<file path="config.mk">
export PLATFORM = sky130hd
export DESIGN_NAME = dsa_stream_loader
export DESIGN_NICKNAME = d
export VERILOG_FILES = /design/src/rtl/dsa_stream_loader.sv
export SDC_FILE = /design/constraint.sdc
export NUM_CORES = 1
export LEC_CHECK = 0
export ABC_CLOCK_PERIOD_IN_PS = 4250
export CORE_MARGIN = 5
export CORE_UTILIZATION = 35
export DETAILED_ROUTE_END_ITERATION = 10
export PLACE_DENSITY = 0.61
export SETUP_SLACK_MARGIN = 0.02
export SYNTH_ARGS = -nofsm -noshare
export SYNTH_HDL_FRONTEND = slang
export SYNTH_SLANG_ARGS = --single-unit
export TNS_END_PERCENT = 20
</file>
<file path="constraint.sdc">
create_clock -name clk -period 4.25 [get_ports clk]
set_clock_uncertainty 0.05 [all_clocks]
set_input_delay 1.0625 -clock clk [delete_from_list [all_inputs] [get_ports clk]]
set_output_delay 1.0625 -clock clk [all_outputs]
set_load 0.1 [all_outputs]
</file>
<file path="src/rtl/dsa_stream_loader.sv">
// Stream-to-DSA loader: packs bytes into words, writes the DSA window,
// starts the DSA and polls status. Optional poll timeout: DSA_LOADER_TIMEOUT_EN.
module dsa_stream_loader #(
    parameter int                    ADDR_WIDTH    = 16,
    parameter int                    LEN_WIDTH     = 18,
    parameter logic [ADDR_WIDTH-1:0] IN_WIN_BASE   = 16'h1000,
    parameter logic [ADDR_WIDTH-1:0] CTRL_ADDR     = 16'h0000,
    parameter logic [ADDR_WIDTH-1:0] STATUS_ADDR   = 16'h0001,
    parameter int                    DONE_BIT      = 1,
    parameter int                    POLL_GAP      = 4,
    parameter int                    TIMEOUT_POLLS = 1024
) (
    input  logic                  clk,
    input  logic                  reset,
    input  logic                  cfg_start,
    input  logic [LEN_WIDTH-1:0]  cfg_len,
    input  logic                  s_valid,
    input  logic [7:0]            s_data,
    output logic                  s_ready,
    output logic [ADDR_WIDTH-1:0] avm_address,
    output logic                  avm_read,
    output logic                  avm_write,
    output logic [3:0]            avm_byteenable,
    output logic [31:0]           avm_writedata,
    input  logic [31:0]           avm_readdata,
    input  logic                  avm_waitrequest,
    output logic                  busy,
    output logic                  done,
    output logic                  err
);

    localparam int GW = $clog2(POLL_GAP + 1);

    typedef enum logic [2:0] {
        IDLE,
        PACK,
        WR_DATA,
        WR_START,
        POLL_RD,
        POLL_WAIT,
        GAP,
        DONE
    } state_t;

    state_t                state;
    logic [LEN_WIDTH-1:0]  left;
    logic [1:0]            byte_idx;
    logic [ADDR_WIDTH-1:0] word_idx;
    logic [31:0]           pack;
    logic [GW-1:0]         gap_cnt;

    logic [31:0] next_pack;
    logic [3:0]  last_be;
    logic        take;
    logic        word_end;
    logic        unused_bits;

`ifdef DSA_LOADER_TIMEOUT_EN
    localparam int PW = $clog2(TIMEOUT_POLLS + 1);
    logic [PW-1:0] poll_cnt;
`else
    logic unused_tmo;
    assign unused_tmo = (TIMEOUT_POLLS == 0);
    assign err = 1'b0;
`endif

    assign unused_bits = ^avm_readdata;
    assign take        = s_valid && s_ready;
    assign word_end    = (byte_idx == 2'd3) || (left == LEN_WIDTH'(1));

    // Incoming byte lands in its little-endian lane of the word being built.
    always_comb begin
        next_pack = pack;
        last_be   = 4'b0001;
        case (byte_idx)
            2'd0: begin
                next_pack[7:0] = s_data;
                last_be        = 4'b0001;
            end
            2'd1: begin
                next_pack[15:8] = s_data;
                last_be         = 4'b0011;
            end
            2'd2: begin
                next_pack[23:16] = s_data;
                last_be          = 4'b0111;
            end
            default: begin
                next_pack[31:24] = s_data;
                last_be          = 4'b1111;
            end
        endcase
    end

    always_ff @(posedge clk) begin
        if (reset) begin
            state          <= IDLE;
            left           <= '0;
            byte_idx       <= '0;
            word_idx       <= '0;
            pack           <= '0;
            gap_cnt        <= '0;
            s_ready        <= 1'b0;
            avm_address    <= '0;
            avm_read       <= 1'b0;
            avm_write      <= 1'b0;
            avm_byteenable <= '0;
            avm_writedata  <= '0;
            busy           <= 1'b0;
            done           <= 1'b0;
`ifdef DSA_LOADER_TIMEOUT_EN
            poll_cnt       <= '0;
            err            <= 1'b0;
`endif
        end else begin
            done <= 1'b0;
            unique case (state)
                IDLE: begin
                    if (cfg_start) begin
                        left     <= cfg_len;
                        byte_idx <= '0;
                        word_idx <= '0;
                        pack     <= '0;
`ifdef DSA_LOADER_TIMEOUT_EN
                        poll_cnt <= '0;
                        err      <= 1'b0;
`endif
                        if (cfg_len == '0) begin
                            state <= DONE;
                            done  <= 1'b1;
                        end else begin
                            state   <= PACK;
                            busy    <= 1'b1;
                            s_ready <= 1'b1;
                        end
                    end
                end
                PACK: begin
                    if (take) begin
                        left <= left - LEN_WIDTH'(1);
                        if (word_end) begin
                            state          <= WR_DATA;
                            s_ready        <= 1'b0;
                            avm_write      <= 1'b1;
                            avm_address    <= IN_WIN_BASE + word_idx;
                            avm_writedata  <= next_pack;
                            avm_byteenable <= last_be;
                            byte_idx       <= '0;
                            pack           <= '0;
                        end else begin
                            pack     <= next_pack;
                            byte_idx <= byte_idx + 2'd1;
                        end
                    end
                end
                WR_DATA: begin
                    if (!avm_waitrequest) begin
                        word_idx <= word_idx + ADDR_WIDTH'(1);
                        if (left == '0) begin
                            // Start write follows back-to-back on the bus.
                            state          <= WR_START;
                            avm_address    <= CTRL_ADDR;
                            avm_writedata  <= 32'h1;
                            avm_byteenable <= 4'hF;
                        end else begin
                            state     <= PACK;
                            avm_write <= 1'b0;
                            s_ready   <= 1'b1;
                        end
                    end
                end
                WR_START: begin
                    if (!avm_waitrequest) begin
                        state          <= POLL_RD;
                        avm_write      <= 1'b0;
                        avm_read       <= 1'b1;
                        avm_address    <= STATUS_ADDR;
                        avm_writedata  <= '0;
                        avm_byteenable <= 4'hF;
                    end
                end
                POLL_RD: begin
                    if (!avm_waitrequest) begin
                        state    <= POLL_WAIT;
                        avm_read <= 1'b0;
`ifdef DSA_LOADER_TIMEOUT_EN
                        poll_cnt <= poll_cnt + PW'(1);
`endif
                    end
                end
                POLL_WAIT: begin
                    if (avm_readdata[DONE_BIT]) begin
                        state <= DONE;
                        done  <= 1'b1;
                        busy  <= 1'b0;
`ifdef DSA_LOADER_TIMEOUT_EN
                    end else if (poll_cnt >= PW'(TIMEOUT_POLLS)) begin
                        state <= DONE;
                        done  <= 1'b1;
                        busy  <= 1'b0;
                        err   <= 1'b1;
`endif
                    end else begin
                        state   <= GAP;
                        gap_cnt <= '0;
                    end
                end
                GAP: begin
                    if (gap_cnt == GW'(POLL_GAP - 1)) begin
                        state       <= POLL_RD;
                        avm_read    <= 1'b1;
                        avm_address <= STATUS_ADDR;
                    end else begin
                        gap_cnt <= gap_cnt + GW'(1);
                    end
                end
                DONE: begin
                    state <= IDLE;
                end
                default: begin
                    state <= IDLE;
                end
            endcase
        end
    end

endmodule

</file>
==> impl_metrics.py, run 1 <==
metrics = {
    "critical_path": {
        "worstPathArrival_ns": 2.04,
        "ff2ff_path_depth": 7,
        "crit_type": "reg2out",
        "worstPathCellList": "clkdlybuf4s50_1",
        "crit_path_end_kind": "primary output",
        "cp-startpoint": "s_ready$_SDFFE_PP0P_",
        "r2r_end": "avm_address[0]$_SDFFE_PP0P_",
        "reg2reg_from": "left[8]$_SDFFE_PP0P_",
        "path_max_fanout": 5,
        "cp_slowest_cell": "clkdlybuf4s50_1",
        "critPathTopFamily": "buffers and inverters",
        "worstSetupStartpointType": "register",
        "critPathBufInv": 1,
        "cpPeakStageDelay_ns": 1.18,
        "required_ns": 3.14,
        "r2r_setup_slack_ns": 1.40,
    },
    "yosys": {
        "synth_top_family_by_area": "simple AND/OR/NAND/NOR gates",
        "synthSimpleGateAreaFrac_pct": 25.3,
        "synth_top_area_share_pct": 42.3,
        "synth.most_common_cell": "dfxtp_1",
        "mappedNetlistArea_mm2": 0.00620,
        "synth.area.top_cells": "dfxtp_1 42%, a21oi_1 7.5%, nor2_1 5.6%, nand2_1 5.5%, mux2i_1 5.5%",
        "yosysSeqAreaShare_pct": 42.3,
        "synth_area_leader_cell": "dfxtp_1",
        "yosys-top-cells-count": "131 x dfxtp_1, 93 x a21oi_1, 92 x nor2_1",
        "synth_xor_area_share_pct": 2.26,
        "yosys.area_share.adder_pct": 2.22,
        "synthMuxAreaShare_pct": 5.49,
        "synth_edf_count": 0,
        "async_flop_share_pct": 0,
        "yosys_most_used_dff": "dfxtp_1",
        "ys_seq_elements": 131,
        "ys_types": 51,
        "syn_nets": 851,
        "ys_warn_count": 0,
        "synth.avg_cell_area_um2": 7.98,
        "synthCells": 777,
        "synth_compound_area_share_pct": 17.7,
    },
    "clocking": {
        "clkTransAtPathRegs_ns": 0.06,
        "cts-resized-gates": 0,
        "cts.sinks": 131,
        "cts_tree": "built",
        "hold_buffers": 0,
        "clk_path_buf_depth": 2,
        "cts_made_buffers": 17,
        "root_buffer": "clkbuf_16",
        "postCtsSetupBuffers": 0,
        "htreeDepth": 4,
        "clk_latency_ns": 0.42,
    },
    "floorplanning": {
        "initial_core_util_pct": 35.7,
        "die_x_um": 143,
        "io-pin-count": 121,
        "rows": 48,
        "die_area_mm2": 0.0205,
        "coreArea_mm2": 0.0174,
        "fp.dieH_um": 143,
    },
    "min_path": {
        "min_path_cells": 2,
        "holdPathEnd": "avm_byteenable[0]$_SDFFE_PP0P_",
        "hold_path.class": "reg2reg",
        "worstHoldStart": "avm_byteenable[0]$_SDFFE_PP0P_",
    },
    "placement": {
        "port_buffers": 88,
        "dp_hpwl_um": 10200,
        "gp_congestion": 0.763,
        "dpl_worst_slack_ns": 0.771,
        "placed_area_mm2": 0.00727,
    },
    "global_route": {
        "grt_pass1_vias": 5226,
        "busiest_layer": "met2",
        "gr-usage-met2_pct": 25.1,
        "grt_max_degree": 80,
        "grtUsageTotal_pct": 16.0,
        "grt_antenna_before_repair": 0,
        "gr-usage-met1_pct": 21.7,
        "grt_overflow_total": 0,
        "grt_pass1_wl_um": 26500,
        "met3_usage_pct": 3.35,
    },
    "sta": {
        "fmax_mhz": 318,
        "fin_crit_sh_pct": 74.1,
        "slew_viol_final": 0,
        "post-route-min-period_ns": 3.15,
        "tightest_slew_ns": 1.03,
        "relSlewSlack_pct": 31.1,
        "hold_viol": 0,
        "worst_slack_ns": 1.10,
        "setup_viol_count_final": 0,
        "fin_tns_setup_ns": 0,
        "rsz0062_at_grt": "no",
    },
    "final_layout": {
        "final_area_mm2": 0.00786,
        "num_antenna_cells": 0,
        "area_growth_pct": 26.7,
        "drive_gt1_share_pct": 9.05,
        "fin_nets": 912,
    },
    "detailed_routing": {
        "ant_nets": 0,
        "routedWlPerCell_um": 14.8,
        "initialDrtViolationCount": 330,
        "routed_wl_um": 16000,
        "vias": 5593,
        "drt_pre_antenna_iters": 4,
        "via_per_inst": 5.20,
        "drc": 0,
    },
    "pwr": {
        "leakage_nw": 2.67,
        "p_per_area_mw_per_mm2": 594,
        "ir_worst_vdd_v": 0.000537,
    },
    "status": {
        "status": "finished clean",
    },
    "job": {
        "maxCapViolations": 0,
    },
}
worst register-to-register path, delay by kind of cell (launching register included):
family	cells	cell delay [ns]
AND/OR/NAND/NOR	4	1.79
buffers and inverters	1	0.26
flip-flops	1	0.37
AO/OA/AOI/OAI	2	0.31
flip-flops by register name, summed over array words and instances, names as in the netlist, 2 cells and up:
register        count
avm_writedata      32
pack               32
left               18
avm_address        16
word_idx           16
avm_byteenable      4
gap_cnt             3
state               3
byte_idx            2
power breakdown:
part	internal, W	switching [W]
logic	0.000534	0.00122
clock network	0.000838	0.000597
registers	0.00136	0.000120
total	0.00273	0.00194
area by class of cell:
cell class              instances  area [um^2]
fillers                      1719         9500
multi-input cells             571         3310
flip-flops and latches        131         2620
inverters                      13         48.8
clock buffers                  18          439
well taps                     225          282
repair buffers                104         1010
clock inverters                14          144
per-layer routing:
metal / part of all wire, % / vias to the layer above
met5: 0 / -
met4: 1.4 / 0
met3: 4.1 / 15
met2: 46 / 97
met1: 49 / 2616
li1: - / 2865
worst max-delay path by stage:
stage                     slack (ns)                       endpoint  cells past startpoint
after CTS                       1.07                        s_ready                      1
after global routing            1.01      word_idx[15]$_SDFFE_PP0P_                      7
after floorplan                 1.52  avm_writedata[5]$_SDFFE_PP0P_                      8
after detailed placement        0.77      word_idx[15]$_SDFFE_PP0P_                      7
final                           1.10                        s_ready                      1
after global placement          0.78    avm_address[0]$_SDFFE_PP0P_                      7
kinds of logic after synthesis:
kind of cell | after synthesis
DFF | 131
muxes | 34
and+or+nand+nor | 328
AOI/OAI and AO/OA | 181
buffers and inverters | 75
xor gates and xnor gates | 16
adders and majority gates | 11
other | 1
per-stage QoR:
stage / total power, W / cells / utilization (%) / hold slack [ns]
after floorplan: 0.00282 / 777 / - / 0.381
after global placement: 0.00325 / 1044 / 41.9 / 0.390
after detailed placement: 0.00325 / 1044 / 41.9 / 0.394
after CTS: 0.00471 / 1076 / 45.3 / 0.403
after global routing: 0.00497 / 1076 / 45.3 / 0.424
final: 0.00466 / 1076 / 45.3 / 0.398
layout by cell type (no fill, tap or decap), drive strengths merged, types with 3 or more instances in the layout:
master,instances
or3,33
o32ai,3
dfxtp,131
or4,6
nand2,91
a211oi,6
nor4,10
a31o,16
clkbuf,18
ha,11
a21oi,93
nor2b,3
o21ai,26
nor2,94
clkdlybuf4s50,87
xor2,8
a311oi,3
inv,20
nor3,54
nor3b,6
o22ai,5
nand4,4
buf,17
a31oi,10
clkinv,4
nand2b,7
xnor2,8
o31ai,3
mux2i,34
nand3,12
a22oi,6
Power figures use the tool's default switching activity.
==> run 2: changes to the inputs <==
- ABC_CLOCK_PERIOD_IN_PS: 4250 -> 3300
- clock period: 4.25 -> 3.3 ns (I/O delays scaled with it)
==> impl_metrics.py, run 2 (same netlist as run 1, synthesis figures left out) <==
metrics = {
    "detailed_routing": {
        "routed_wl_um": 16100,
        "vias": 5691,
        "drc": 0,
        "routedWlPerCell_um": 14.9,
        "initialDrtViolationCount": 333,
        "drt_pre_antenna_iters": 5,
        "via_per_inst": 5.27,
        "ant_nets": 0,
    },
    "min_path": {
        "hold_path.class": "reg2reg",
    },
    "floorplanning": {
        "coreArea_mm2": 0.0174,
        "die_x_um": 143,
        "initial_core_util_pct": 35.7,
        "rows": 48,
        "io-pin-count": 121,
        "fp.dieH_um": 143,
        "die_area_mm2": 0.0205,
    },
    "clocking": {
        "cts-resized-gates": 0,
        "postCtsSetupBuffers": 0,
        "cts_made_buffers": 17,
        "clkTransAtPathRegs_ns": 0.06,
        "hold_buffers": 0,
        "htreeDepth": 4,
        "root_buffer": "clkbuf_16",
        "clk_latency_ns": 0.42,
        "clk_path_buf_depth": 2,
        "cts.sinks": 131,
        "cts_tree": "built",
    },
    "final_layout": {
        "num_antenna_cells": 0,
        "mostFrequentLayoutCells": "131 x dfxtp_1, 93 x a21oi_1, 92 x nor2_1",
        "nFillCells": 1751,
        "drive_gt1_share_pct": 16.0,
        "fin_nets": 916,
        "area_growth_pct": 25.1,
        "seq_area_mm2": 0.00262,
        "multi_input_area_mm2": 0.00331,
        "mostFrequentLayoutCell": "dfxtp_1",
        "final_area_mm2": 0.00775,
        "reg_top3": "avm_writedata (32), pack (32), left (18)",
    },
    "global_route": {
        "grt_max_degree": 80,
        "grtUsageTotal_pct": 15.9,
        "grt_overflow_total": 0,
        "grt_pass1_wl_um": 26300,
        "grt_antenna_before_repair": 0,
        "grt_pass1_vias": 5216,
    },
    "status": {
        "status": "finished clean",
    },
    "placement": {
        "gp_congestion": 0.796,
        "port_buffers": 88,
        "placed_area_mm2": 0.00717,
        "dp_hpwl_um": 10200,
    },
    "critical_path": {
        "r2r_setup_slack_ns": 0.74,
        "worstPathArrival_ns": 2.84,
        "crit_path_end_kind": "register",
        "required_ns": 3.56,
        "worstSetupStartpointType": "primary input",
        "crit_type": "in2reg",
        "path_max_fanout": 31,
    },
    "sta": {
        "tightest_slew_ns": 0.830,
        "hold_ws_ns": 0.401,
        "setup_viol_count_final": 0,
        "fin_tns_setup_ns": 0,
        "fin_crit_sh_pct": 78.3,
        "relSlewSlack_pct": 44.7,
        "fmax_mhz": 387,
        "slew_viol_final": 0,
        "post-route-min-period_ns": 2.59,
        "hold_viol": 0,
        "rsz0062_at_grt": "no",
    },
    "pwr": {
        "ir_worst_vdd_v": 0.000735,
        "leakage_nw": 2.82,
        "p_per_area_mw_per_mm2": 779,
        "power.total_w": 0.00604,
    },
    "job": {
        "maxCapViolations": 0,
    },
}
[run 2: layer usage]
layer | global-route usage (%) | share of wire [%]
met2 | 24.6 | 46
met5 | 0 | 0
met3 | 3.99 | 4.7
met1 | 21.7 | 48
met4 | 4.85 | 1.2
[run 2: path summary, 6_finish.rpt]
check	from	cells past startpoint	endpoint
worst max register to register	left[8]$_SDFFE_PP0P_	6	avm_address[11]$_SDFFE_PP0P_
worst max-delay path	avm_waitrequest	6	avm_address[11]$_SDFFE_PP0P_
worst min register to register	pack[0]$_SDFFE_PP0P_	2	pack[0]$_SDFFE_PP0P_
worst min-delay path	pack[0]$_SDFFE_PP0P_	2	pack[0]$_SDFFE_PP0P_
[run 2: layout make-up]
type                            instances  share of cell area [%]
Multi-Input combinational cell        571                    42.7
Clock buffer                           18                    5.53
Tap cell                              225                    3.63
Clock inverter                         14                    1.98
Inverter                               13                   0.629
Timing Repair Buffer                  108                    11.7
Sequential cell                       131                    33.8
[run 2: critical path, cell delays in order]
cell and delay [ns]:
clkdlybuf4s50_1 0.59, a32oi_1 0.26, o21ai_0 0.10, or4b_1 0.54
buf_4 0.25, a31o_2 0.27
[run 2: power by group]
part	total, W	leakage (nW)	internal (W)	switching, W
combinational	0.00226	1.47	0.000698	0.00156
clock	0.00186	0.283	0.00112	0.000742
sequential	0.00192	1.06	0.00175	0.000178
[run 2: stage by stage]
step | utilization, % | setup WS (ns) | instances
after floorplan | - | 0.733 | 777
after global placement | 41.3 | 0.300 | 1048
after detailed placement | 41.3 | 0.302 | 1048
after CTS | 44.7 | 0.727 | 1080
after global routing | 44.7 | 0.537 | 1080
final | 44.7 | 0.715 | 1080
==> run 3: changes to the inputs <==
- ABC_CLOCK_PERIOD_IN_PS: 3300 -> 2200
- PLACE_DENSITY: 0.61 -> 0.63
- clock period: 3.3 -> 2.2 ns (I/O delays scaled with it)
==> impl_metrics.py, run 3 (same netlist as run 1, synthesis figures left out) <==
metrics = {
    "placement": {
        "place_inst": 1125,
        "placed_area_mm2": 0.00787,
        "port_buffers": 88,
        "dpl_worst_slack_ns": -0.507,
        "dp_hpwl_um": 11400,
        "gp_congestion": 0.804,
    },
    "clocking": {
        "clk_latency_ns": 0.42,
        "htreeDepth": 4,
        "postCtsSetupBuffers": 0,
        "cts_made_buffers": 17,
        "cts.sinks": 131,
        "clkTransAtPathRegs_ns": 0.06,
        "cts_tree": "built",
        "root_buffer": "clkbuf_16",
        "clk_path_buf_depth": 2,
    },
    "detailed_routing": {
        "initialDrtViolationCount": 311,
        "routed_wl_um": 16900,
        "ant_nets": 0,
        "via_per_inst": 5.13,
        "drt_pre_antenna_iters": 7,
        "routedWlPerCell_um": 14.6,
        "vias": 5936,
        "drc": 0,
    },
    "final_layout": {
        "fin_nets": 994,
        "mostFrequentLayoutCell": "buf_4",
        "drive_gt1_share_pct": 25.4,
        "final_area_mm2": 0.00866,
        "num_antenna_cells": 0,
        "stdcell_count": 1158,
        "mostFrequentLayoutCells": "147 x buf_4, 128 x dfxtp_1, 92 x nor2_1",
        "reg_top3": "avm_writedata (32), pack (32), left (18)",
        "area_growth_pct": 39.8,
        "nFillCells": 1635,
    },
    "sta": {
        "hold_viol": 0,
        "post-route-min-period_ns": 2.36,
        "fmax_mhz": 424,
        "tightest_slew_ns": 0.609,
        "fin_tns_setup_ns": -4.72,
        "setup_viol_count_final": 47,
        "worst_slack_ns": -0.161,
        "relSlewSlack_pct": 59.4,
        "fin_crit_sh_pct": 107,
        "slew_viol_final": 0,
        "rsz0062_at_grt": "yes",
        "hold_ws_ns": 0.356,
    },
    "critical_path": {
        "crit_path_end_kind": "register",
        "worstSetupStartpointType": "register",
        "crit_type": "reg2reg",
        "path_max_fanout": 4,
        "reg2reg_from": "left[15]$_SDFFE_PP0P_",
        "cp-startpoint": "left[15]$_SDFFE_PP0P_",
        "worstPathArrival_ns": 2.66,
        "ff2ff_path_depth": 6,
        "required_ns": 2.50,
    },
    "pwr": {
        "intPower_w": 0.00652,
        "ir_worst_vdd_v": 0.000794,
        "sequentialPowerShare_pct": 26.8,
        "clockPowerShare_pct": 31.4,
        "p_per_area_mw_per_mm2": 1200,
        "leakage_nw": 3.32,
        "p_sw_w": 0.00390,
        "p_comb_share_pct": 41.8,
        "sw_frac_of_total_pct": 37.4,
    },
    "global_route": {
        "grt_antenna_before_repair": 0,
        "grtUsageTotal_pct": 16.5,
        "grt_overflow_total": 0,
        "grt_pass1_vias": 5620,
        "grt_pass1_wl_um": 27400,
        "grt_max_degree": 94,
    },
    "floorplanning": {
        "rows": 48,
        "die_x_um": 143,
        "io-pin-count": 121,
        "coreArea_mm2": 0.0174,
        "initial_core_util_pct": 35.7,
        "die_area_mm2": 0.0205,
        "fp.dieH_um": 143,
    },
    "job": {
        "maxCapViolations": 0,
    },
    "status": {
        "violations": "negative setup slack",
        "status": "complete, but fails checks",
    },
    "min_path": {
        "hold_path.class": "in2reg",
        "worstHoldStart": "reset",
        "min_path_cells": 2,
    },
}
[run 3: layout make-up]
class	instances	area, um^2	share of cell area [%]
Inverter	13	48.8	0.563
Timing Repair Buffer	186	1570	18.1
Clock buffer	20	457	5.27
Tap cell	225	282	3.25
Clock inverter	12	228	2.63
Sequential cell	131	2630	30.3
Multi-Input combinational cell	571	3450	39.9
[run 3: power groups by stage]
stage / Combinational [W] / Sequential, W / Clock (W)
final: 0.00436 / 0.00280 / 0.00327
after global routing: 0.00469 / 0.00283 / 0.00344
after detailed placement: 0.00421 / 0.00284 / 0
after global placement: 0.00420 / 0.00284 / 0
after floorplan: 0.00210 / 0.00346 / 0
after CTS: 0.00427 / 0.00280 / 0.00332
[run 3: metal layers]
layer,global-route usage [%],vias to the layer above,part of all wire (%)
met2,26.5,106,46
met1,22.0,2771,48
met4,6.00,0,1.6
met3,3.22,19,4.0
met5,0,-,0
li1,-,3040,-
[run 3: worst paths after layout]
path,to,slack (ns)
setup / recovery,avm_address[0]$_SDFFE_PP0P_,-0.16
hold / removal,avm_address[0]$_SDFFE_PP0P_,0.36
setup reg to reg,avm_address[0]$_SDFFE_PP0P_,-0.16
hold reg to reg,avm_writedata[13]$_SDFFE_PP0P_,0.40
[run 3: what timing repair did]
action,4_1_cts,5_1_grt
pin swaps,22,6
endpoints found under the setup margin,60,77
cloned,0,1
gates resized for setup,14,9
hold buffers,0,0
[run 3: worst max-delay path: stages (launching register included)]
cell and delay, ns:
dfxtp_1 0.32, or4_4 0.56, nor2_4 0.17, a31o_4 0.18
or4b_4 0.52, or3_1 0.36, a21oi_2 0.13
[run 3: stage by stage]
stage	utilization (%)	total power, W
detailed placement	45.3	0.00706
global route	49.9	0.0110
floorplan	-	0.00556
global placement	45.3	0.00704
CTS	49.6	0.0104
finish	49.9	0.0104
